$ cat src/rtl/pause_dim_ctrl.sv
// pause_dim_ctrl: merges user-button, OSD and external pause sources into one
// registered pause_cpu, and dims the RGB stream after a sustained user/OSD pause.
module pause_dim_ctrl #(
    parameter int RW        = 4,
    parameter int GW        = 4,
    parameter int BW        = 4,
    parameter int CLK_HZ    = 12_000_000,
    parameter int DIM_SECS  = 10,
    parameter int DIM_SHIFT = 1,
    parameter int NUM_REQ   = 2
) (
    input  logic                  clk_sys,
    input  logic                  reset,
    input  logic                  user_button,
    input  logic [NUM_REQ-1:0]    pause_request,
    input  logic [1:0]            options,
    input  logic                  OSD_STATUS,
    input  logic [RW-1:0]         r,
    input  logic [GW-1:0]         g,
    input  logic [BW-1:0]         b,
    output logic [RW+GW+BW-1:0]   rgb_out,
    output logic                  pause_cpu,
    output logic                  dim_video
);

    localparam int              PW         = (CLK_HZ > 1) ? $clog2(CLK_HZ) : 1;
    localparam logic [PW-1:0]   PRESC_LAST = PW'(CLK_HZ - 1);
    localparam logic [7:0]      SEC_LIMIT  = 8'(DIM_SECS);

    localparam logic [1:0] ST_RUN    = 2'd0;
    localparam logic [1:0] ST_PAUSED = 2'd1;
    localparam logic [1:0] ST_DIMMED = 2'd2;

    logic                  btn_q,        btn_d;
    logic                  user_pause_q, user_pause_d;
    logic                  pause_cpu_q,  pause_cpu_d;
    logic                  dim_video_q,  dim_video_d;
    logic [1:0]            state_q,      state_d;
    logic [PW-1:0]         presc_q,      presc_d;
    logic [7:0]            sec_q,        sec_d;
    logic [RW+GW+BW-1:0]   rgb_q,        rgb_d;

    logic                  edge_s;
    logic                  soft_s;
    logic                  hard_s;
    logic                  wrap_s;

    // Pause source merge; soft uses the already-toggled user_pause.
    always_comb begin
        btn_d        = user_button;
        edge_s       = user_button & ~btn_q;
        user_pause_d = user_pause_q ^ edge_s;
        soft_s       = user_pause_d | (options[0] & OSD_STATUS);
        hard_s       = |pause_request;
        pause_cpu_d  = soft_s | hard_s;
    end

    // Pause/dim state machine with seconds prescaler.
    always_comb begin
        state_d = state_q;
        presc_d = presc_q;
        sec_d   = sec_q;
        wrap_s  = (presc_q == PRESC_LAST);
        if (!soft_s) begin
            // A dropping soft pause beats any coincident prescaler wrap.
            state_d = ST_RUN;
            presc_d = {PW{1'b0}};
            sec_d   = 8'd0;
        end else begin
            case (state_q)
                ST_RUN: begin
                    state_d = ST_PAUSED;
                    presc_d = {PW{1'b0}};
                    sec_d   = 8'd0;
                end
                ST_PAUSED: begin
                    if ((sec_q == SEC_LIMIT) && options[1]) begin
                        state_d = ST_DIMMED;
                    end else if (wrap_s) begin
                        presc_d = {PW{1'b0}};
                        if (sec_q < SEC_LIMIT) begin
                            sec_d = sec_q + 8'd1;
                        end else begin
                            sec_d = sec_q;
                        end
                    end else begin
                        presc_d = presc_q + {{(PW-1){1'b0}}, 1'b1};
                    end
                end
                ST_DIMMED: begin
                    if (!options[1]) begin
                        state_d = ST_PAUSED;
                    end else begin
                        state_d = ST_DIMMED;
                    end
                end
                default: begin
                    state_d = ST_RUN;
                    presc_d = {PW{1'b0}};
                    sec_d   = 8'd0;
                end
            endcase
        end
        dim_video_d = (state_d == ST_DIMMED);
    end

    // Video path, dimmed by the registered dim flag.
    always_comb begin
        if (dim_video_q) begin
            rgb_d = {r >> DIM_SHIFT, g >> DIM_SHIFT, b >> DIM_SHIFT};
        end else begin
            rgb_d = {r, g, b};
        end
    end

    // State registers; a button held through reset is treated as already high.
    always_ff @(posedge clk_sys) begin
        if (reset) begin
            btn_q        <= user_button;
            user_pause_q <= 1'b0;
            pause_cpu_q  <= 1'b0;
            dim_video_q  <= 1'b0;
            state_q      <= ST_RUN;
            presc_q      <= {PW{1'b0}};
            sec_q        <= 8'd0;
            rgb_q        <= {(RW+GW+BW){1'b0}};
        end else begin
            btn_q        <= btn_d;
            user_pause_q <= user_pause_d;
            pause_cpu_q  <= pause_cpu_d;
            dim_video_q  <= dim_video_d;
            state_q      <= state_d;
            presc_q      <= presc_d;
            sec_q        <= sec_d;
            rgb_q        <= rgb_d;
        end
    end

    assign rgb_out   = rgb_q;
    assign pause_cpu = pause_cpu_q;
    assign dim_video = dim_video_q;

endmodule
$ cat config.mk
export PLATFORM = sky130hd
export DESIGN_NAME = pause_dim_ctrl
export DESIGN_NICKNAME = d
export VERILOG_FILES = /design/src/rtl/pause_dim_ctrl.sv
export SDC_FILE = /design/constraint.sdc
export NUM_CORES = 1
export LEC_CHECK = 0
export BUFFER_PORTS_ARGS = -buffer_cell sky130_fd_sc_hd__buf_2
export CAP_MARGIN = 40
export CELL_PAD_IN_SITES_DETAIL_PLACEMENT = 1
export CELL_PAD_IN_SITES_GLOBAL_PLACEMENT = 2
export CORE_UTILIZATION = 30
export CTS_CLUSTER_DIAMETER = 50
export DETAILED_ROUTE_END_ITERATION = 8
export GPL_ROUTABILITY_DRIVEN = 0
export HOLD_SLACK_MARGIN = 0.03
export PLACE_DENSITY_LB_ADDON = 0.08
export RECOVER_POWER = 50
export SLEW_MARGIN = 5
export SYNTH_ARGS = -nofsm -noshare
export SYNTH_HDL_FRONTEND = slang
export SYNTH_SLANG_ARGS = --single-unit
$ cat constraint.sdc
create_clock -name clk_sys -period 3 [get_ports clk_sys]
set_input_delay 0.75 -clock clk_sys [delete_from_list [all_inputs] [get_ports clk_sys]]
set_output_delay 0.75 -clock clk_sys [all_outputs]
set_load 0.01 [all_outputs]
[Word level (Yosys, flattened, before mapping)]
Cells that the tools add are included.
Operators by class
  reductions and logical operators: 7
  mux-type cells: 12
  $mul: 0
  add/sub/neg operators: 2
  equality and inequality tests: 8
  bitwise gates (word level): 8
  div/mod/pow operators: 0
  shift-type cells: 0
  magnitude comparators: 1
Operator list (number)
  24-bit two-way mux: 2
  24-bit one-hot mux with 2 select lines: 1
  24-bit by 1-bit adder with 24-bit output (second input constant): 1
  24-bit == test (second input constant): 1
  8-bit two-way mux: 3
  8-bit one-hot mux with 2 select lines: 1
  11-bit two-way mux: 1
  8-bit by 1-bit adder with 8-bit output (second input constant): 1
  8-bit by 4-bit == test with 1-bit output (second input constant): 1
  8-bit by 4-bit < comparator with 1-bit output (second input constant): 1
  2-bit two-way mux: 3
  2-bit inequality test (second input constant): 3
  2-bit one-hot mux with 3 select lines: 1
  2-bit OR reduction: 3
  2-bit == test (second input constant): 2
  4-bit AND reduction: 1
  1-bit NOT: 3
  1-bit AND: 2
  2-bit by 1-bit == test with 1-bit output (second input constant): 1
  2-bit logical NOT: 1
  1-bit OR: 2
  2-bit AND reduction: 1
  1-bit logical AND: 1
  1-bit bitwise XOR: 1
Storage, ports and cells
  bits of input ports: 20
  memory bits (read-only): 0
  bits in writable memories: 0
  bits in latches: 0
  bits in registers: 50
  memories kept: 0
  output and inout bits: 14

[Logic depth before layout (Yosys ltp)]
Gate-level depths: netlist of the first run.
  depth after elaboration: 6
  depth in mapped cells: 8

[Worst setup path after synthesis of the first run]
Ideal clock, no wire load.
  path kind: input to register
  start point: input port options[1]
  end point: register sec_q[2]
  path slack: 1.057 ns
  library setup time: 0.070 ns
  data arrival time: 1.873 ns
  path buffers: 0
  stages: 5
  required time: 2.930 ns
  cells stage by stage: a211o_2 -> a21oi_1 -> nand3_2 -> or4_1 -> a21oi_1
Between the ends
  cells in the longest elaborated chain, start to end: 3
Ends and longest elaborated chain
  start: declaration: RTL line 16  | input logic [1:0] options,
  1-bit logical AND: RTL line 77  | if ((sec_q == SEC_LIMIT) && options[1]) begin
  2-bit inequality test (no source line)
  4-bit AND reduction (no source line)
  end signal: assignment: RTL line 125  | sec_q <= 8'd0;
  end signal: assignment: RTL line 134  | sec_q <= sec_d;
  end: declaration: RTL line 40  | logic [7:0] sec_q, sec_d;
Every way passes these cells.
A chain may end at the register's enable or synchronous reset.

[Worst setup path after layout of the first run]
  start point: input port reset
  end point: register presc_q[11]
Between the ends
  cells in the longest elaborated chain, start to end: 1
Ends and longest elaborated chain
  start: declaration: RTL line 13  | input logic reset,
  2-bit OR reduction (no source line)
  end signal: assignment: RTL line 124  | presc_q <= {PW{1'b0}};
  end signal: assignment: RTL line 133  | presc_q <= presc_d;
  end: declaration: RTL line 39  | logic [PW-1:0] presc_q, presc_d;
Every way passes these cells.

==> results of run 1 <==
-- power groups by stage --
| stage | logic, mW | registers (mW) | clock network (mW) |
|---|---|---|---|
| final | 0.0833 | 0.683 | 0.417 |
| after global routing | 0.0946 | 0.686 | 0.458 |
| after CTS | 0.0896 | 0.683 | 0.441 |
| after detailed placement | 0.0894 | 0.699 | 0 |
| after global placement | 0.0890 | 0.699 | 0 |
| after floorplan | 0.0432 | 0.703 | 0 |
-- layout make-up --
class / count / area, um^2 / share of cell area
clock buffers: 7 / 86.3 / 0.0320
flip-flops and latches: 50 / 1000 / 0.371
repair buffers: 37 / 176 / 0.0653
multi-input cells: 197 / 1280 / 0.476
well taps: 102 / 128 / 0.0473
inverters: 5 / 18.8 / 0.00695
clock inverters: 1 / 5.00 / 0.00185
-- per-layer routing --
layer,GRT usage,vias up,part of all wire
met1,0.204,937,0.51
met5,0,-,0
met2,0.246,21,0.46
met4,0.0437,0,0.012
met3,0.0343,7,0.025
li1,-,1013,-
-- stage by stage --
step / hold slack, ns / total power [mW] / worst slack [ns] / std cells / instance area (um^2)
detailed placement: 0.456 / 0.788 / 0.613 / 391 / 2630
floorplan: 0.431 / 0.746 / 1.06 / 263 / 2400
finish: 0.475 / 1.18 / 0.725 / 399 / 2700
global route: 0.497 / 1.24 / 0.474 / 399 / 2700
CTS: 0.479 / 1.21 / 0.674 / 399 / 2720
global placement: 0.446 / 0.788 / 0.676 / 391 / 2630
-- sequential cells by signal (all words and copies together), names as in the netlist --
| signal | count |
|---|---|
| user_pause_q | 1 |
| pause_cpu | 1 |
| state_q | 2 |
| btn_q | 1 |
| presc_q | 24 |
| rgb_out | 12 |
| dim_video | 1 |
| sec_q | 8 |
-- worst reg2reg max path: stages, from the launching register on --
cell and delay [ns]:
dfxtp_1 0.43, ha_1 0.32, nand2_1 0.14, nor4b_4 0.39
a31oi_1 0.16, o21bai_2 0.58, nor2_1 0.12
-- path summary, 6_finish.rpt --
check             start          end  slack, ns  cells after the start
min reg2reg    sec_q[5]     sec_q[5]       0.47                      1
max reg2reg  presc_q[0]  presc_q[11]       0.73                      6
min            sec_q[5]     sec_q[5]       0.47                      1
max               reset  presc_q[11]       0.72                      6
-- synth_stat cells (all sizes together) (2+ instances only) --
| cell type | instances | area [um^2] |
|---|---|---|
| dfxtp | 50 | 1000 |
| nor2 | 36 | 135 |
| nand2 | 18 | 67.6 |
| nand3 | 18 | 95.1 |
| a21oi | 14 | 70.1 |
| xnor2 | 11 | 96.3 |
| mux2i | 9 | 90.1 |
| a31oi | 8 | 50.1 |
| and2 | 7 | 43.8 |
| nor4 | 7 | 58.8 |
| o21ai | 7 | 35.0 |
| nor3 | 6 | 30.0 |
| buf | 5 | 42.5 |
| clkbuf | 5 | 18.8 |
| inv | 5 | 18.8 |
| nand4 | 5 | 52.6 |
| nor4b | 5 | 58.8 |
| xor2 | 4 | 35.0 |
| and4b | 3 | 30.0 |
| ha | 3 | 37.5 |
| nand2b | 3 | 18.8 |
| nor3b | 3 | 22.5 |
| or3 | 3 | 18.8 |
| or4 | 3 | 30.0 |
| a211o | 2 | 18.8 |
| a211oi | 2 | 15.0 |
| a22oi | 2 | 15.0 |
| a41oi | 2 | 17.5 |
| and3 | 2 | 12.5 |
| and4 | 2 | 20.0 |
| nand4b | 2 | 17.5 |
| nor2b | 2 | 12.5 |
-- cell families after synthesis --
kind of cell	after synthesis
mux	9
xor+xnor	15
flops	50
simple gates	128
compound gates	42
buf+inv	16
fa+ha+maj	3
==> metrics.md, run 1 <==
| Metric | Value |
|---|---|
| Post-detail-place hpwl | 4.30 mm |
| Share of cells above drive strength 1 | 0.141 |
| Post-synthesis mux area share | 0.0376 |
| Int Power | 0.896 mW |
| Largest family of logic cells by synthesized area | simple AND/OR/NAND/NOR gates |
| First-pass GRT wire length | between 10 and 15 mm |
| Sequential Power Share | 0.578 |
| CP arrival | roughly 2.4 ns |
| Starting density of the core | 0.310 |
| Crit-path max FO | 15 |
| NetSw | 0.287 mW |
| Final net count | around 320 |
| RSZ-0062 raised after global routing | no |
| Worst Setup Start Kind | input pin |
| Critical path's slowest cell | clkbuf_1 |
| Adder-cell share of the synthesized area | 0.0156 |
| Die Wd | around 90 um |
| Core footprint | 7730 um^2 |
| Die area | roughly 8400 um^2 |
| Final min period | 2.28 ns |
| Clock group share of total power | 0.352 |
| Row cnt | 32 |
| Synth-to-layout area growth | 12.6% |
| Post-CTS repair timing setup buffer count | 0 |
| Slew Viols, Final | 0 |
| Post-CTS Resized | 0 |
| Leakage dissipation | about 0.9 nW |
| Combinational power share | 0.070 |
| Vias in the first global route | 2041 |
| Tcrit/Tclk final | 0.758 |
| CTS tree | yes |
| Hold buffers post-CTS | 0 |
| #FFs+latches synth | 50 |
| DRT iter0 DRCs | 51 |
| Switching Fraction | 0.242 |
| Drt first pass iters | 4 |
| Fill cell count | 925 |
| # H-tree levels | 2 |
| Power Dens Cells | ~440 nW/um^2 |
| EDFF count, synth | 0 |
| Syn avg cell area | 9.12 um^2 |
| Synth Area in XOR/XNOR | 0.0548 |
| Status | finished, final reports clean |
| Measured slew at the worst slew-check pin | 0.699 ns |
| Yosys warnings | 0 |
| Synthesized area | 2400 um^2 |
| Largest net degree at the start of global routing | 17 |
| GRT Total Usage | 0.153 |
| Fin util | 0.349 |
| Worst vdd ir | 182 uV |
| Io pins | 34 |
| Root Driver | clkbuf_8 |
| Clock Sinks | 50 |
| Antenna violations before repair | 0 |
| Die Ht | around 91 um |
| N_diodes | 0 |
| CP Capture Type | register |
| Rel. slew slack | 0.534 |
| Setup TNS | 0 ns |
| CP max stage delay | 0.45 ns |
| Final setup fails | 0 |
| DRT antenna net count | 0 |
| Detailed-route DRC error count | 0 |
| Hold Crit Class | register to register |
| Drt via density | around 5 |
| Clk slew on worst S/H paths | 0.09 ns |
| Clock Latency Late Sink | 0.30 ns |
| Leading register cell type out of synthesis | dfxtp_1 |
| Clock Tree Buf Depth | 2 |
| Simple-Gate Fraction of Synth Area | 0.311 |
| Buffers and inverters on the worst path | 2 |
| Vias | roughly 2000 |
| CP top delay family | buffers and inverters |
| Worst EP required | 3.17 ns |
| Fin. Hold Viols | 0 |
| Critical path class | input pin to register |
| Sequential-to-total area share from yosys stat | 0.417 |
| I/O Buffers | 33 |
| Fmax | 440 MHz |
| Syn Inst Count | around 260 |
| Post-Syn Nets | 286 |
| Most common cell after layout, fill and taps aside | dfxtp_1 |
| GR Overflow Total | 0 |
| Clock skew | 0.00727 ns |
| Routed WL | 5.81 mm |
| WL/cell | 14.6 um |
| CTS buffer count | 5 |
| Max-Cap Viols | 0 |
| Most frequent cells in the layout | dfxtp_1, nor2_1, nand2_1, buf_2, nand3_1 |
| Post-synth ARST share | 0 |
| Compound-Gate Fraction of Synth Area | 0.116 |
| Count of cell types in the netlist | 50 |
| Crit path cell chain | clkbuf_1 > and3b_1 > a211oi_1 > buf_4 > o21bai_2 > nor2_1 |
No activity file was read; power rests on OpenSTA's default activity.
==> inputs of run 2 (changes only) <==
==> constraint.sdc (replaced) <==
create_clock -name clk_sys -period 2.1 [get_ports clk_sys]
set_input_delay 0.525 -clock clk_sys [delete_from_list [all_inputs] [get_ports clk_sys]]
set_output_delay 0.525 -clock clk_sys [all_outputs]
set_load 0.01 [all_outputs]
==> run 2 against run 1 <==
Compared with the run above:
- core utilization rose by 2.3 points
- wire length rose by 5.2%
- critical path depth did not move
- final cell count rose by 5.5%
- non-clock buffer count rose by 22
- register-to-register slack got worse by 0.59 ns
- clock skew rose by 0.0021 ns
- clock power rose by 44%
- sequential share of layout area fell by 2.3 points
- sequential cell count did not move
- critical path type is now register to register
- critical endpoint is now sec_q[2]
- largest power group unchanged
==> metrics.md, run 2 (same netlist as run 1, synthesis figures left out) <==
| Metric | Value |
|---|---|
| Non-filler cells, final | 421 |
| Leakage dissipation | 1.01 nW |
| WHS | 0.337 ns |
| Final net count | 341 |
| Share of cells above drive strength 1 | 0.201 |
| CP Capture Type | register |
| CTS tree | yes |
| Critical path's slowest cell | dfxtp_1 |
| Worst Setup Start Kind | register |
| Clock Sinks | 50 |
| Crit path cell chain | nand4_4 > nor4b_4 > buf_4 > nand3_2 > or4_1 > a21oi_1 |
| I/O Buffers | 33 |
| First-pass GRT wire length | between 10 and 15 mm |
| Hold Crit Class | input pin to register |
| Fin util | 0.372 |
| DRT antenna net count | 0 |
| Hold buffers post-CTS | 0 |
| Die Wd | a little over 90 um |
| GRT Total Usage | 0.156 |
| NetSw | 0.420 mW |
| Rel. slew slack | 0.515 |
| Int Power | 1.29 mW |
| R2r endpoint | sec_q[2] |
| CTS buffer count | 5 |
| Worst EP required | 2.34 ns |
| Vias | 2090 |
| Post-detail-place hpwl | 4.65 mm |
| Measured slew at the worst slew-check pin | between 0.7 and 0.8 ns |
| Antenna violations before repair | 0 |
| Row cnt | 32 |
| Worst-case reg-to-reg path depth | 6 |
| Fmax | 511 MHz |
| Fin. Hold Viols | 0 |
| Setup crit end | sec_q[2] |
| Setup TNS | 0 ns |
| Clock Latency Late Sink | 0.30 ns |
| # H-tree levels | 2 |
| Most common cell after layout, fill and taps aside | dfxtp_1 |
| RSZ-0062 raised after global routing | no |
| Cell count along the critical path | 6 |
| Grt met2 use | 0.247 |
| DRT iter0 DRCs | just under 60 |
| CP top delay family | simple AND/OR/NAND/NOR gates |
| Max reg flops | 24 |
| Buffers and inverters on the worst path | 1 |
| Slew Viols, Final | 0 |
| Pre-CTS setup slack | 0.0509 ns |
| Power Dens Cells | 594 nW/um^2 |
| Synth-to-layout area growth | 19.9% |
| Tcrit/Tclk final | 0.933 |
| R2R setup slack | 0.14 ns |
| Clk slew on worst S/H paths | ~0.10 ns |
| Core footprint | 7730 um^2 |
| Die area | 8360 um^2 |
| CP arrival | roughly 2.2 ns |
| WL/cell | 14.5 um |
| Register with the most flip-flops | presc_q |
| Final min period | 1.96 ns |
| Clock Tree Buf Depth | 2 |
| Setup ws final | roughly 0.14 ns |
| Vias in the first global route | 2131 |
| Drt via density | 4.96 |
| Critical path class | register to register |
| Clock skew | slightly above 0.009 ns |
| Final setup fails | 0 |
| Placed Instances | 413 |
| Detailed-route DRC error count | 0 |
| Most frequent cells in the layout | dfxtp_1, nor2_1, buf_4, buf_2, nand2_1 |
| N_diodes | 0 |
| Crit-path max FO | 7 |
| GR Overflow Total | 0 |
| GR peak layer | met2 |
| Combinational power share | 0.078 |
| Switching Fraction | 0.246 |
| Routed WL | 6.12 mm |
| Io pins | 34 |
| Root Driver | clkbuf_8 |
| GR Util met3 | 0.0369 |
| Starting density of the core | 0.310 |
| Max-Cap Viols | 0 |
| Status | finished, final reports clean |
| Drt first pass iters | 4 |
| Sequential Power Share | 0.571 |
| Met1 Use GR | 0.210 |
| Worst vdd ir | 190 uV |
| Reg2Reg Launch Point | presc_q[4] |
| Die Ht | 91.4 um |
| CP Launch Point | presc_q[4] |
| Largest net degree at the start of global routing | 16 |
| Clock group share of total power | 0.351 |
| CP max stage delay | roughly 0.45 ns |
-- run 2: cell types whose count changed in the layout (fill, tap and decap cells not counted), sizes merged --
cell,previous run,this run
clkbuf,22,23
clkinvlp,0,1
buf,22,42
-- run 2: how the worst min path moves through the flow --
| stage | from | end | slack, ns | depth (start not counted) |
|---|---|---|---|---|
| global placement | sec_q[5] | sec_q[5] | 0.45 | 1 |
| CTS | user_button | btn_q | 0.32 | 1 |
| finish | user_button | btn_q | 0.34 | 1 |
| global route | user_button | btn_q | 0.31 | 1 |
| detailed placement | sec_q[5] | sec_q[5] | 0.45 | 1 |
| floorplan | sec_q[5] | sec_q[5] | 0.43 | 1 |
-- run 2: what timing repair did --
action	CTS	global route
setup buffers	0	0
setup endpoints to repair	0	2
gates resized for setup	0	2
-- run 2: power by group through the flow --
| stage | clock network, mW | logic (mW) | registers [mW] |
|---|---|---|---|
| after CTS | 0.630 | 0.143 | 0.975 |
| after global placement | 0 | 0.142 | 0.996 |
| final | 0.599 | 0.133 | 0.975 |
| after global routing | 0.672 | 0.150 | 0.978 |
| after detailed placement | 0 | 0.143 | 0.997 |
| after floorplan | 0 | 0.0617 | 1.00 |
-- run 2: metal layers --
| layer | vias to the layer above | part of all wire |
|---|---|---|
| li1 | 1054 | - |
| met1 | 1002 | 0.51 |
| met2 | 25 | 0.44 |
| met3 | 9 | 0.035 |
| met4 | 0 | 0.014 |
| met5 | - | 0 |
-- run 2: final cells by class --
type	count	area [um^2]
multi-input combinational	197	1290
fill	935	4850
timing repair buffer	59	344
clock buffer	6	82.6
clock inverter	2	12.5
tap	102	128
inverter	5	18.8
sequential	50	1000
-- run 2: per-stage QoR --
step	cell area, um^2	power [mW]
floorplan	2400	1.07
global placement	2810	1.14
detailed placement	2810	1.14
CTS	2900	1.75
global route	2880	1.80
finish	2880	1.71
